<file path="src/rtl/shift_seq_ctrl.sv">
// Multi-cycle sequencer for the EX-stage shift unit: decodes the six MIPS R-type
// shift functs and applies the shift STEP bits per cycle behind valid/ready handshakes.
module shift_seq_ctrl #(
    parameter int STEP = 4,
    parameter int W    = 32
) (
    input  logic         clk,
    input  logic         rst,
    input  logic         flush,
    input  logic         in_valid,
    output logic         in_ready,
    input  logic [5:0]   funct,
    input  logic [4:0]   shamt_field,
    input  logic [W-1:0] rs,
    input  logic [W-1:0] rt,
    output logic         out_valid,
    input  logic         out_ready,
    output logic [W-1:0] result,
    output logic         err,
    output logic         busy
);

    localparam logic [5:0] F_SLL  = 6'b000000;
    localparam logic [5:0] F_SRL  = 6'b000010;
    localparam logic [5:0] F_SRA  = 6'b000011;
    localparam logic [5:0] F_SLLV = 6'b000100;
    localparam logic [5:0] F_SRLV = 6'b000110;
    localparam logic [5:0] F_SRAV = 6'b000111;

    typedef enum logic [1:0] {
        IDLE,
        SHIFT,
        DONE
    } state_t;

    state_t       state;
    state_t       state_next;
    logic [W-1:0] value;
    logic [W-1:0] value_shifted;
    logic [1:0]   op;
    logic [5:0]   rem;
    logic [5:0]   k;
    logic         err_q;
    logic         accept;
    logic         is_imm;
    logic         is_var;
    logic         supported;
    logic [4:0]   amt_in;
    logic         rs_unused;

    assign rs_unused = ^rs[W-1:5];

    assign in_ready  = (state == IDLE) && !rst && !flush;
    assign accept    = in_valid && in_ready;
    assign out_valid = (state == DONE);
    assign busy      = (state != IDLE);
    assign result    = value;
    assign err       = err_q;

    always_comb begin
        is_imm    = (funct == F_SLL) || (funct == F_SRL) || (funct == F_SRA);
        is_var    = (funct == F_SLLV) || (funct == F_SRLV) || (funct == F_SRAV);
        supported = is_imm || is_var;
        amt_in    = 5'd0;
        if (is_imm) begin
            amt_in = shamt_field;
        end else if (is_var) begin
            amt_in = rs[4:0];
        end
    end

    // funct[1:0] encodes the shift kind: 00 left, 10 logical right, 11 arithmetic right
    always_comb begin
        k = (rem < 6'(STEP)) ? rem : 6'(STEP);
        case (op)
            2'b00:   value_shifted = value << k;
            2'b10:   value_shifted = value >> k;
            default: value_shifted = W'($signed(value) >>> k);
        endcase
    end

    always_comb begin
        state_next = state;
        case (state)
            IDLE: begin
                if (accept) begin
                    state_next = (!supported || amt_in == 5'd0) ? DONE : SHIFT;
                end
            end
            SHIFT: begin
                if (rem <= 6'(STEP)) begin
                    state_next = DONE;
                end
            end
            DONE: begin
                if (out_ready) begin
                    state_next = IDLE;
                end
            end
            default: state_next = IDLE;
        endcase
        if (flush) begin
            state_next = IDLE;
        end
    end

    always_ff @(posedge clk) begin
        if (rst) begin
            state <= IDLE;
        end else begin
            state <= state_next;
        end
    end

    // Flush leaves the discarded result in place; only reset clears it
    always_ff @(posedge clk) begin
        if (rst) begin
            value <= '0;
            op    <= 2'b00;
            rem   <= 6'd0;
            err_q <= 1'b0;
        end else if (flush) begin
            rem <= 6'd0;
        end else if (accept) begin
            value <= rt;
            op    <= funct[1:0];
            rem   <= {1'b0, amt_in};
            err_q <= !supported;
        end else if (state == SHIFT) begin
            value <= value_shifted;
            rem   <= rem - k;
        end
    end

endmodule

</file>
<file path="config.mk">
export PLATFORM = sky130hd
export DESIGN_NAME = shift_seq_ctrl
export DESIGN_NICKNAME = d
export VERILOG_FILES = /design/src/rtl/shift_seq_ctrl.sv
export SDC_FILE = /design/constraint.sdc
export NUM_CORES = 1
export LEC_CHECK = 0
export CAP_MARGIN = 20
export CORE_AREA = 2 2 81 141
export CTS_CLUSTER_SIZE = 8
export DETAILED_ROUTE_END_ITERATION = 10
export DIE_AREA = 0 0 83 143
export PLACE_DENSITY = 0.69
export SYNTH_ARGS = -nofsm -noshare
export SYNTH_HDL_FRONTEND = slang
export SYNTH_SLANG_ARGS = --single-unit
</file>
<file path="constraint.sdc">
create_clock -name clk -period 2.49 [get_ports clk]
set_input_delay 0.3735 -clock clk [delete_from_list [all_inputs] [get_ports clk]]
set_output_delay 0.3735 -clock clk [all_outputs]
set_load 0.01 [all_outputs]
</file>
==> run metrics, run 1 <==
max-cap viol count 0; Total Wirelength ~16000 um; Power Total 1.95 mW; layout cells sized above 1 0.135; hold_ws 0.522 ns; critical path type flip-flop to flip-flop; Clock Sinks 43; post-route cell area 5550 um^2; die area between 10000 and 15000 um^2; # DRC 0; Ports 116; Worst slew margin 0.582; CTS Root Cell clkbuf_16; Antenna Nets Post-Route 0; Synth Register Bits between 40 and 50; post-route setup slack 0.153 ns; first-pass GRT wire length approximately 26000 um; diodes inserted 0; Crit Path Max Fanout 6; register area between 800 and 900 um^2; worst-margin pin slew 0.623 ns; hold endpoint op[1]$_SDFFE_PP0P_; Post-synth top flop dfxtp_1; worst slack, placed 0.0729 ns; syn_area_per_cell 7.70 um^2; peak supply drop 0.302 mV; Reg2Reg Setup Slack 0.15 ns; vias in the first global route 5060; gr usage total 0.271; Post-synth EDFFs 0; Slew Limit Fails 0; FMAX 428 MHz; crit path DAT around 2.5 ns; TritonCTS Buffers 5; worst reg2reg startpoint rem[4]$_SDFFE_PP0N_; hold buffer count at CTS 0; post-layout util 0.519; metal2 WL 8210 um; Starting Density 0.413; Routed met1 length approximately 6100 um; FILL cells 1031; Worst Hold Class flip-flop to flip-flop; clk_lat worst skew 0.30 ns; Synth Instances between 500 and 600; H-tree Lvls 2; area grow syn2layout 25.6%; Worst EP required approximately 2.7 ns; row count 50; area of the core between 10000 and 15000 um^2; Worst Setup End Kind flip-flop; top-count cell post-synth nand2_1; reg2reg end result[5]$_SDFFE_PP0P_; initial antenna violation count 0; clock-pin slew on the worst setup and hold paths 0.07 ns; endpoints failing hold 0; Synth area leaders dfxtp_1 (19%), mux4_2 (13%), a21oi_1 (5.7%); Mapped Area 4420 um^2; Die H 143 um; Cell variety after synth 61; Hold Path Depth 2; largest net degree at the start of global routing 31; CP startpoint kind flip-flop; status finished, final reports clean; area leader, netlist dfxtp_1; clk_skew 0.00615 ns; post-placement cell area approximately 5400 um^2; Highest Signal Layer met4; reg2reg path depth 6; Nets 708; Commonest cells post-synth nand2_1 (62), a21oi_1 (50), clkbuf_1 (50); post-synth net total 655; post-DR wirelength/cell 21.7 um; Clock Tree Buf Depth 2; via count 5223; Setup Viol. Count Final 0; Synth top area share 0.195; Die Wd 83 um; min-delay src op[1]$_SDFFE_PP0P_; DR iter-0 viols around 600; Final Cycle Share 0.939; met3 WL 1320 um; gpl congestion 0.960; Leak 1.81 nW; Tmin final 2.34 ns; yosys warns 0; RSZ-0062 raised after global routing no; ys async rst share 0; I/O Buffers just under 90; drt first pass iters 5; DP Wirelength 11400 um; Placed Cells incl. Taps 750; Vias per Instance slightly below 7; post-synthesis sequential area ratio 0.195; total global routing overflow 0; CTS tree built; pwr dens 352 nW/um^2; Post-Layout Cell Count approximately 760; TNS Setup 0 ns; multi-input logic area 3180 um^2
critical path, cell delays in order, from the launching register on:
cell and delay [ns]:
dfxtp_1 0.38, or4_1 0.74, o21ai_1 0.24, a311oi_1 0.12
a2111oi_1 0.52, buf_4 0.20, nor3_1 0.04
power breakdown:
part           internal, mW  total [mW]  switching, mW
combinational         0.258       0.477          0.220
clock                 0.373       0.681          0.308
sequential            0.715       0.796         0.0809
cells by family (layout without fill, tap and decap cells):
group / after synthesis / after routing / synth area share
adders and majority gates: 1 / 1 / 0.00283
DFF: 43 / 43 / 0.195
buffers and inverters: 85 / 139 / 0.0886
and+or+nand+nor: 166 / 166 / 0.175
muxes: 56 / 56 / 0.199
xor gates and xnor gates: 1 / 1 / 0.00198
other: 1 / 1 / 0.000848
AOI/OAI and AO/OA: 221 / 221 / 0.336
worst max path at each step:
stage / startpoint / endpoint / slack (ns) / depth (start not counted)
after floorplan: rem[1]$_SDFFE_PP0N_ / rem[2]$_SDFFE_PP0N_ / 0.19 / 8
after global placement: flush / result[5]$_SDFFE_PP0P_ / 0.06 / 5
after detailed placement: flush / result[5]$_SDFFE_PP0P_ / 0.07 / 5
after CTS: rem[4]$_SDFFE_PP0N_ / result[5]$_SDFFE_PP0P_ / 0.06 / 6
after global routing: rem[4]$_SDFFE_PP0N_ / result[5]$_SDFFE_PP0P_ / 0.08 / 6
final: rem[4]$_SDFFE_PP0N_ / result[5]$_SDFFE_PP0P_ / 0.15 / 6
cell type report:
| cell class | instances | area share |
|---|---|---|
| clock buffer | 7 | 0.0239 |
| clock inverter | 1 | 0.000902 |
| inverter | 6 | 0.00406 |
| multi-input combinational | 446 | 0.573 |
| sequential | 43 | 0.156 |
| tap | 130 | 0.0293 |
| timing repair buffer | 125 | 0.213 |
cells in the final DEF, fill, tap and decap left out, types with 10 or more instances in the layout:
master / count
dfxtp_1: 41
nor2_1: 38
clkdlybuf4s50_1: 88
nand3_1: 20
a21oi_1: 50
o21ai_0: 39
a31oi_1: 28
a311o_1: 10
mux2i_1: 24
buf_4: 35
o221ai_1: 23
mux4_2: 25
a211oi_1: 13
nand2_1: 62
state kept, by name (all words and copies together) (netlist names):
register	cells
result	32
op	2
rem	6
err	1
state	2
timing repair:
action	CTS	global route
setup endpoints to repair	0	1
gates resized for setup	0	1
buffers inserted	0	0
per-layer routing:
metal,vias to the layer above,global-route usage
met2,346,0.466
li1,2320,-
met4,0,0.165
met5,-,0
met1,2489,0.316
met3,68,0.0387
Power figures use the tool's default switching activity.
==> inputs of run 2 (changes only) <==
Settings changed: GPL_TIMING_DRIVEN from default to 0, SKIP_CTS_REPAIR_TIMING from default to 1.
==> run metrics, run 2 (synthesized netlist as in run 1, its figures left out) <==
area grow syn2layout 27.2%; vias in the first global route 5597 (+11%); total global routing overflow 0 (unchanged); Clock Tree Buf Depth 2 (unchanged); TNS Setup 0 ns (unchanged); H-tree Lvls 2 (unchanged); Worst Hold Class flip-flop to flip-flop; critical path type input pin to flip-flop; clock-pin slew on the worst setup and hold paths 0.07 ns (about the same); post-route setup slack 0.0369 ns (-0.116 ns); peak supply drop 0.246 mV (-19%); Nets 745 (+5.2%); Starting Density 0.413 (unchanged); first-pass GRT wire length 34900 um (+33%); leading cell types in the layout, fill and taps excluded clkdlybuf4s50_1 (86), nand2_1 (62), a21oi_1 (50); Hold Path Depth 2 (unchanged); max-cap viol count 0 (unchanged); crit path DAT 2.62 ns (+0.09 ns); Crit Path Max Fanout 10 (+4); DR iter-0 viols 782 (+27%); post-DR wirelength/cell 30.1 um (+39%); Highest Signal Layer met4; Tmin final 2.45 ns (+0.116 ns); endpoints failing hold 0 (unchanged); Total Wirelength 23900 um (+45%); DP Wirelength 16300 um (+43%); CTS tree built; Leak 1.85 nW (+2.4%); CP startpoint kind input pin; number of flip-flops in the largest register 32 (unchanged); row count 50 (unchanged); Antenna Nets Post-Route 0 (unchanged); diodes inserted 0 (unchanged); Clock Sinks 43 (unchanged); die area 11900 um^2 (unchanged); # DRC 0 (unchanged); most common cell after layout, fill and taps aside clkdlybuf4s50_1; Worst slew margin 0.203 (-0.378); largest net degree at the start of global routing 13 (-58%); gpl congestion 1.00 (+4.6%); FMAX 408 MHz (-4.7%); Routed met1 length 8560 um (+41%); Setup Viol. Count Final 0 (unchanged); initial antenna violation count 0 (unchanged); Final Cycle Share 0.985 (+0.0466); status finished, final reports clean; Slew Limit Fails 0 (unchanged); Die H 143 um (unchanged); pwr dens 364 nW/um^2 (+3.5%); drt first pass iters 5 (unchanged); clk_skew 0.00442 ns (-0.00173 ns); reg2reg path depth 6 (unchanged); met3 WL 2320 um (+76%); I/O Buffers 87 (-1.1%); TritonCTS Buffers 5 (unchanged); Vias per Instance 7.26 (+5.4%); Worst Setup End Kind flip-flop; min-delay src op[1]$_SDFFE_PP0P_; via count 5765 (+10%); layout cells sized above 1 0.130 (-0.00583); clk_lat worst skew 0.30 ns (about the same); reg2reg end result[2]$_SDFFE_PP0P_; worst-margin pin slew 1.19 ns (+0.564 ns); gr usage total 0.390 (+0.120); hold endpoint op[1]$_SDFFE_PP0P_; Die Wd 83 um (unchanged); Reg2Reg Setup Slack 0.08 ns (-0.07 ns); Worst EP required 2.66 ns (-0.02 ns); area of the core 10700 um^2 (unchanged); metal2 WL 11200 um (+36%); worst slack, placed -0.781 ns (-0.854 ns); worst reg2reg startpoint op[0]$_SDFFE_PP0P_; hold_ws 0.543 ns (+0.0214 ns); Ports 116 (unchanged); CTS Root Cell clkbuf_16
run 2: changes by cell type in the layout (fill, tap and decap cells not counted), sizes merged:
cell,before,now
clkdlybuf4s50,88,86
buf,37,28
clkbuf,7,53
dlymetal6s2s,0,1
run 2: layout make-up:
type	count	area, um^2
multi-input combinational	446	3190
timing repair buffer	87	873
buffer	75	374
fill	1082	5070
clock buffer	6	139
clock inverter	1	5.00
tap	130	163
inverter	6	22.5
sequential	43	861
run 2: power breakdown:
| part | switching, mW | total (mW) | internal [mW] |
|---|---|---|---|
| clock network | 0.325 | 0.719 | 0.394 |
| registers | 0.0337 | 0.748 | 0.715 |
| logic | 0.324 | 0.580 | 0.256 |
run 2: worst max path at each step:
stage / startpoint / to
floorplan: rem[1]$_SDFFE_PP0N_ / rem[2]$_SDFFE_PP0N_
global route: op[0]$_SDFFE_PP0P_ / result[2]$_SDFFE_PP0P_
CTS: rem[1]$_SDFFE_PP0N_ / rem[2]$_SDFFE_PP0N_
detailed placement: rem[1]$_SDFFE_PP0N_ / rem[2]$_SDFFE_PP0N_
global placement: rem[1]$_SDFFE_PP0N_ / rem[2]$_SDFFE_PP0N_
finish: flush / result[2]$_SDFFE_PP0P_
run 2: stage by stage:
stage,cells,cell area [um^2],util,power (mW)
3_3_place_gp,791,5460,0.510,1.32
2_1_floorplan,574,4420,-,1.04
5_1_grt,794,5620,0.526,2.09
6_report,794,5620,0.526,2.05
4_1_cts,798,5600,0.523,2.02
3_5_place_dp,791,5460,0.510,1.32
run 2: routing by layer:
| layer | up-vias | track usage |
|---|---|---|
| met1 | 2733 | 0.458 |
| li1 | 2393 | - |
| met5 | - | 0 |
| met2 | 509 | 0.635 |
| met3 | 130 | 0.0613 |
| met4 | 0 | 0.299 |
run 2: worst max-delay path: stages:
cell,delay [ns]
clkdlybuf4s50_1,0.49
nor2_1,0.32
and3_1,0.60
clkbuf_2,0.41
a22oi_1,0.15
o32ai_1,0.27
==> edit 1 (settings of run 1) <==
`W`: 32 -> 24.
--- a/src/rtl/shift_seq_ctrl.sv
+++ b/src/rtl/shift_seq_ctrl.sv
@@ -4,3 +4,3 @@
     parameter int STEP = 4,
-    parameter int W    = 32
+    parameter int W    = 24
 ) (
Interface: changed (resized result, rs and rt); port bits go from 116 to 92. The function was not compared with the original's and may differ.
==> edit 1 against run 1 <==
- critical path depth shrank 1
- design area decreased by 12%
- count of clock-buffer cells in the layout grew 1
- routed wire length shrank 10%
- sequential cell count fell by 8
- worst setup slack lost 0.042 ns
- area after synthesis shrank 15%
- total power fell by 15%
- via count is 10% lower
- critical endpoint is now result[22]$_SDFFE_PP0P_
==> edit 1: results (changes against run 1) <==
| Metric | Value |
|---|---|
| Register area share after synthesis | `0.187 (-0.00808)` |
| Peak VDD IR | `247 µV (-18%)` |
| Vias in the first global route | `4,492 (-11%)` |
| Clk tree area frac | `0.0319 (+0.00715)` |
| Synth cell types | `73 (+20%)` |
| Crit-path max FO | `13 (+7)` |
| FILL cells | `1,088 (+5.5%)` |
| Drt total wl | `14.8 mm (-10%)` |
| WL per Instance | `20.3 µm (-6.4%)` |
| Hold Path Origin | `err$_SDFFE_PP0P_` |
| Number of port buffers | `72 (-18%)` |
| Synth Net Count | `594 (-9.3%)` |
| Clock Skews | `0.00607 ns (-0.0000780 ns)` |
| Synth top area cells | `dfxtp_1 19%, a21oi_1 6.5%, mux2i_1 5.9%` |
| P_seq | `0.611 mW (-23%)` |
| Number of flip-flops in the largest register | `24 (-25%)` |
| Seq/total area | `0.143 (-0.0122)` |
| Gr usage total | `0.244 (-0.0261)` |
| Largest net degree at the start of global routing | `29 (-6.5%)` |
| Post-DP HPWL | `10.8 mm (-5.2%)` |
| Leakage power | `1.64 nW (-9.2%)` |
| Power Total | `1.65 mW (-15%)` |
| Status | `finished, final reports clean` |
| Top cells by count, synth | `49 x a21oi_1, 46 x nand2_1, 38 x o21ai_0` |
| Critical path's largest stage delay | `0.71 ns (-0.03 ns)` |
| CP Launch Point | `rem[2]$_SDFFE_PP0N_` |
| Syn Inst Count | `529 (-7.8%)` |
| #MultiIn Comb | `429 (-3.8%)` |
| First-pass GRT wire length | `23.6 mm (-10%)` |
| Pre-CTS setup slack | `0.123 ns (+0.0499 ns)` |
| Clk network pwr share | `0.418 (+0.070)` |
| # placed instances | `721 (-3.9%)` |
| Signal buffers share of area | `0.227 (+0.0142)` |
-- edit 1: path summary, 6_finish.rpt --
kind | to | slack, ns | cells after the start
setup / recovery | result[22]$_SDFFE_PP0P_ | 0.11 | 5
hold / removal | err$_SDFFE_PP0P_ | 0.49 | 2
setup reg to reg | result[22]$_SDFFE_PP0P_ | 0.11 | 5
hold reg to reg | err$_SDFFE_PP0P_ | 0.49 | 2
-- edit 1: cell families after synthesis --
logic type | Yosys count | share of synthesized area
fa+ha+maj | 1 | 0.00333
mux | 32 | 0.0916
xor+xnor | 1 | 0.00233
flops | 35 | 0.187
other cells | 1 | 0.000999
compound gates | 217 | 0.387
buf+inv | 65 | 0.0876
simple gates | 177 | 0.240
-- edit 1: per-layer routing --
metal,global-route usage,wire length (µm),vias up
met5,0,0,-
met4,0.159,845,0
met3,0.0312,983,60
met2,0.435,7540,267
met1,0.272,5450,2194
li1,-,-,2156
==> edit 2 (config.mk and constraints of run 1) <==
Made on the original files. Make the reset (`rst`) asynchronous in 2 clocked blocks.
--- a/src/rtl/shift_seq_ctrl.sv
+++ b/src/rtl/shift_seq_ctrl.sv
@@ -106,3 +106,3 @@
 
-    always_ff @(posedge clk) begin
+    always_ff @(posedge clk or posedge rst) begin
         if (rst) begin
@@ -115,3 +115,3 @@
     // Flush leaves the discarded result in place; only reset clears it
-    always_ff @(posedge clk) begin
+    always_ff @(posedge clk or posedge rst) begin
         if (rst) begin
Check against the original RTL: differs if rst is asserted again (counterexample within 4 cycles, from zero or initial values and one cycle with rst high); with rst held inactive, the same outputs for 4 cycles.
==> edit 2 against run 1 <==
- routed wire length is 8.8% higher
- non-clock buffer count is 23 higher
- first-iteration DRC count is 6.7% lower
- design area is 10% higher
- sequential cell count stayed put
- area after synthesis is 6.3% higher
- worst setup slack worse by 0.0060 ns
- clock skew is 0.0045 ns higher
- critical endpoint is now result[24]$_DFFE_PP0P_
- largest cell class unchanged
Power is not compared: it rests on default switching activity, and its combinational part moved more than twofold at a synthesized area within 25%.
==> edit 2: results (changes against run 1) <==
| Metric | Value |
|---|---|
| Iter 0 DRT Violations | `575 (-6.7%)` |
| Post-DP HPWL | `12.7 mm (+11%)` |
| FILL cells | `984 (-4.6%)` |
| Metal3 WL | `1.27 mm (-3.3%)` |
| Proportion of synthesized area in mux cells | `0.0884 (-0.111)` |
| Inverters | `9 (+3)` |
| Post-route insts no fill | `841 (+11%)` |
| Crit-path max FO | `19 (+13)` |
| Met1 GRT Util | `0.342 (+0.0265)` |
| Synth top area cells | `dfrtp_1 23%, a21oi_1 6.0%, mux2i_1 6.0%` |
| Adder-cell share of the synthesized area | `0.00533 (+0.00250)` |
| Register area share after synthesis | `0.229 (+0.0343)` |
| Slowest CP cell | `mux4_2` |
| Delay-heaviest family, CP | `buffers and inverters` |
| Clk tree area frac | `0.0284 (+0.00360)` |
| Async S/R FF share, synth | `1.00 (+1.00)` |
| Gr usage total | `0.300 (+0.0291)` |
| Reg area | `0.00108 mm² (+25%)` |
| #MultiIn Comb | `503 (+13%)` |
| Synth Net Count | `705 (+7.6%)` |
| Via density | `6.66 (-3.4%)` |
| Drt total wl | `17.9 mm (+8.8%)` |
| Pre-CTS setup slack | `0.0390 ns (-0.0338 ns)` |
| Clock buffer count | `6 (-1)` |
| Met2 Track Usage GR | `0.534 (+0.0679)` |
| WP data arrival | `2.51 ns (-0.02 ns)` |
| # placed instances | `832 (+11%)` |
| Status | `finished, final reports clean` |
| First-pass GRT wire length | `28.8 mm (+9.4%)` |
| Nets | `792 (+12%)` |
| Met3 GRT Util | `0.0364 (-0.00231)` |
| Power Total | `3.57 mW` |
## edit 2: cell count changes in the layout (fill, tap and decap cells not counted), sizes merged, moves of 16 or more
| cell | before | now |
|---|---|---|
| a211oi | 13 | 31 |
| buf | 37 | 60 |
| dfrtp | 0 | 43 |
| dfxtp | 43 | 0 |
| mux4 | 25 | 4 |
| nor2 | 40 | 56 |
| nor3 | 9 | 28 |
| o22ai | 6 | 25 |
## edit 2: path summary, 6_finish.rpt
path                                     endpoint          startpoint  cells after the start  slack (ns)
min                               err$_DFFE_PP0P_     err$_DFFE_PP0P_                      1        0.50
min in group asynchronous  result[27]$_DFFE_PP0P_                 rst                      3        0.62
max in group asynchronous  result[10]$_DFFE_PP0P_                 rst                      3        1.45
min reg2reg                       err$_DFFE_PP0P_     err$_DFFE_PP0P_                      1        0.50
max reg2reg                result[24]$_DFFE_PP0P_  rem[4]$_DFFE_PP0P_                      8        0.15
max                        result[24]$_DFFE_PP0P_  rem[4]$_DFFE_PP0P_                      8        0.15
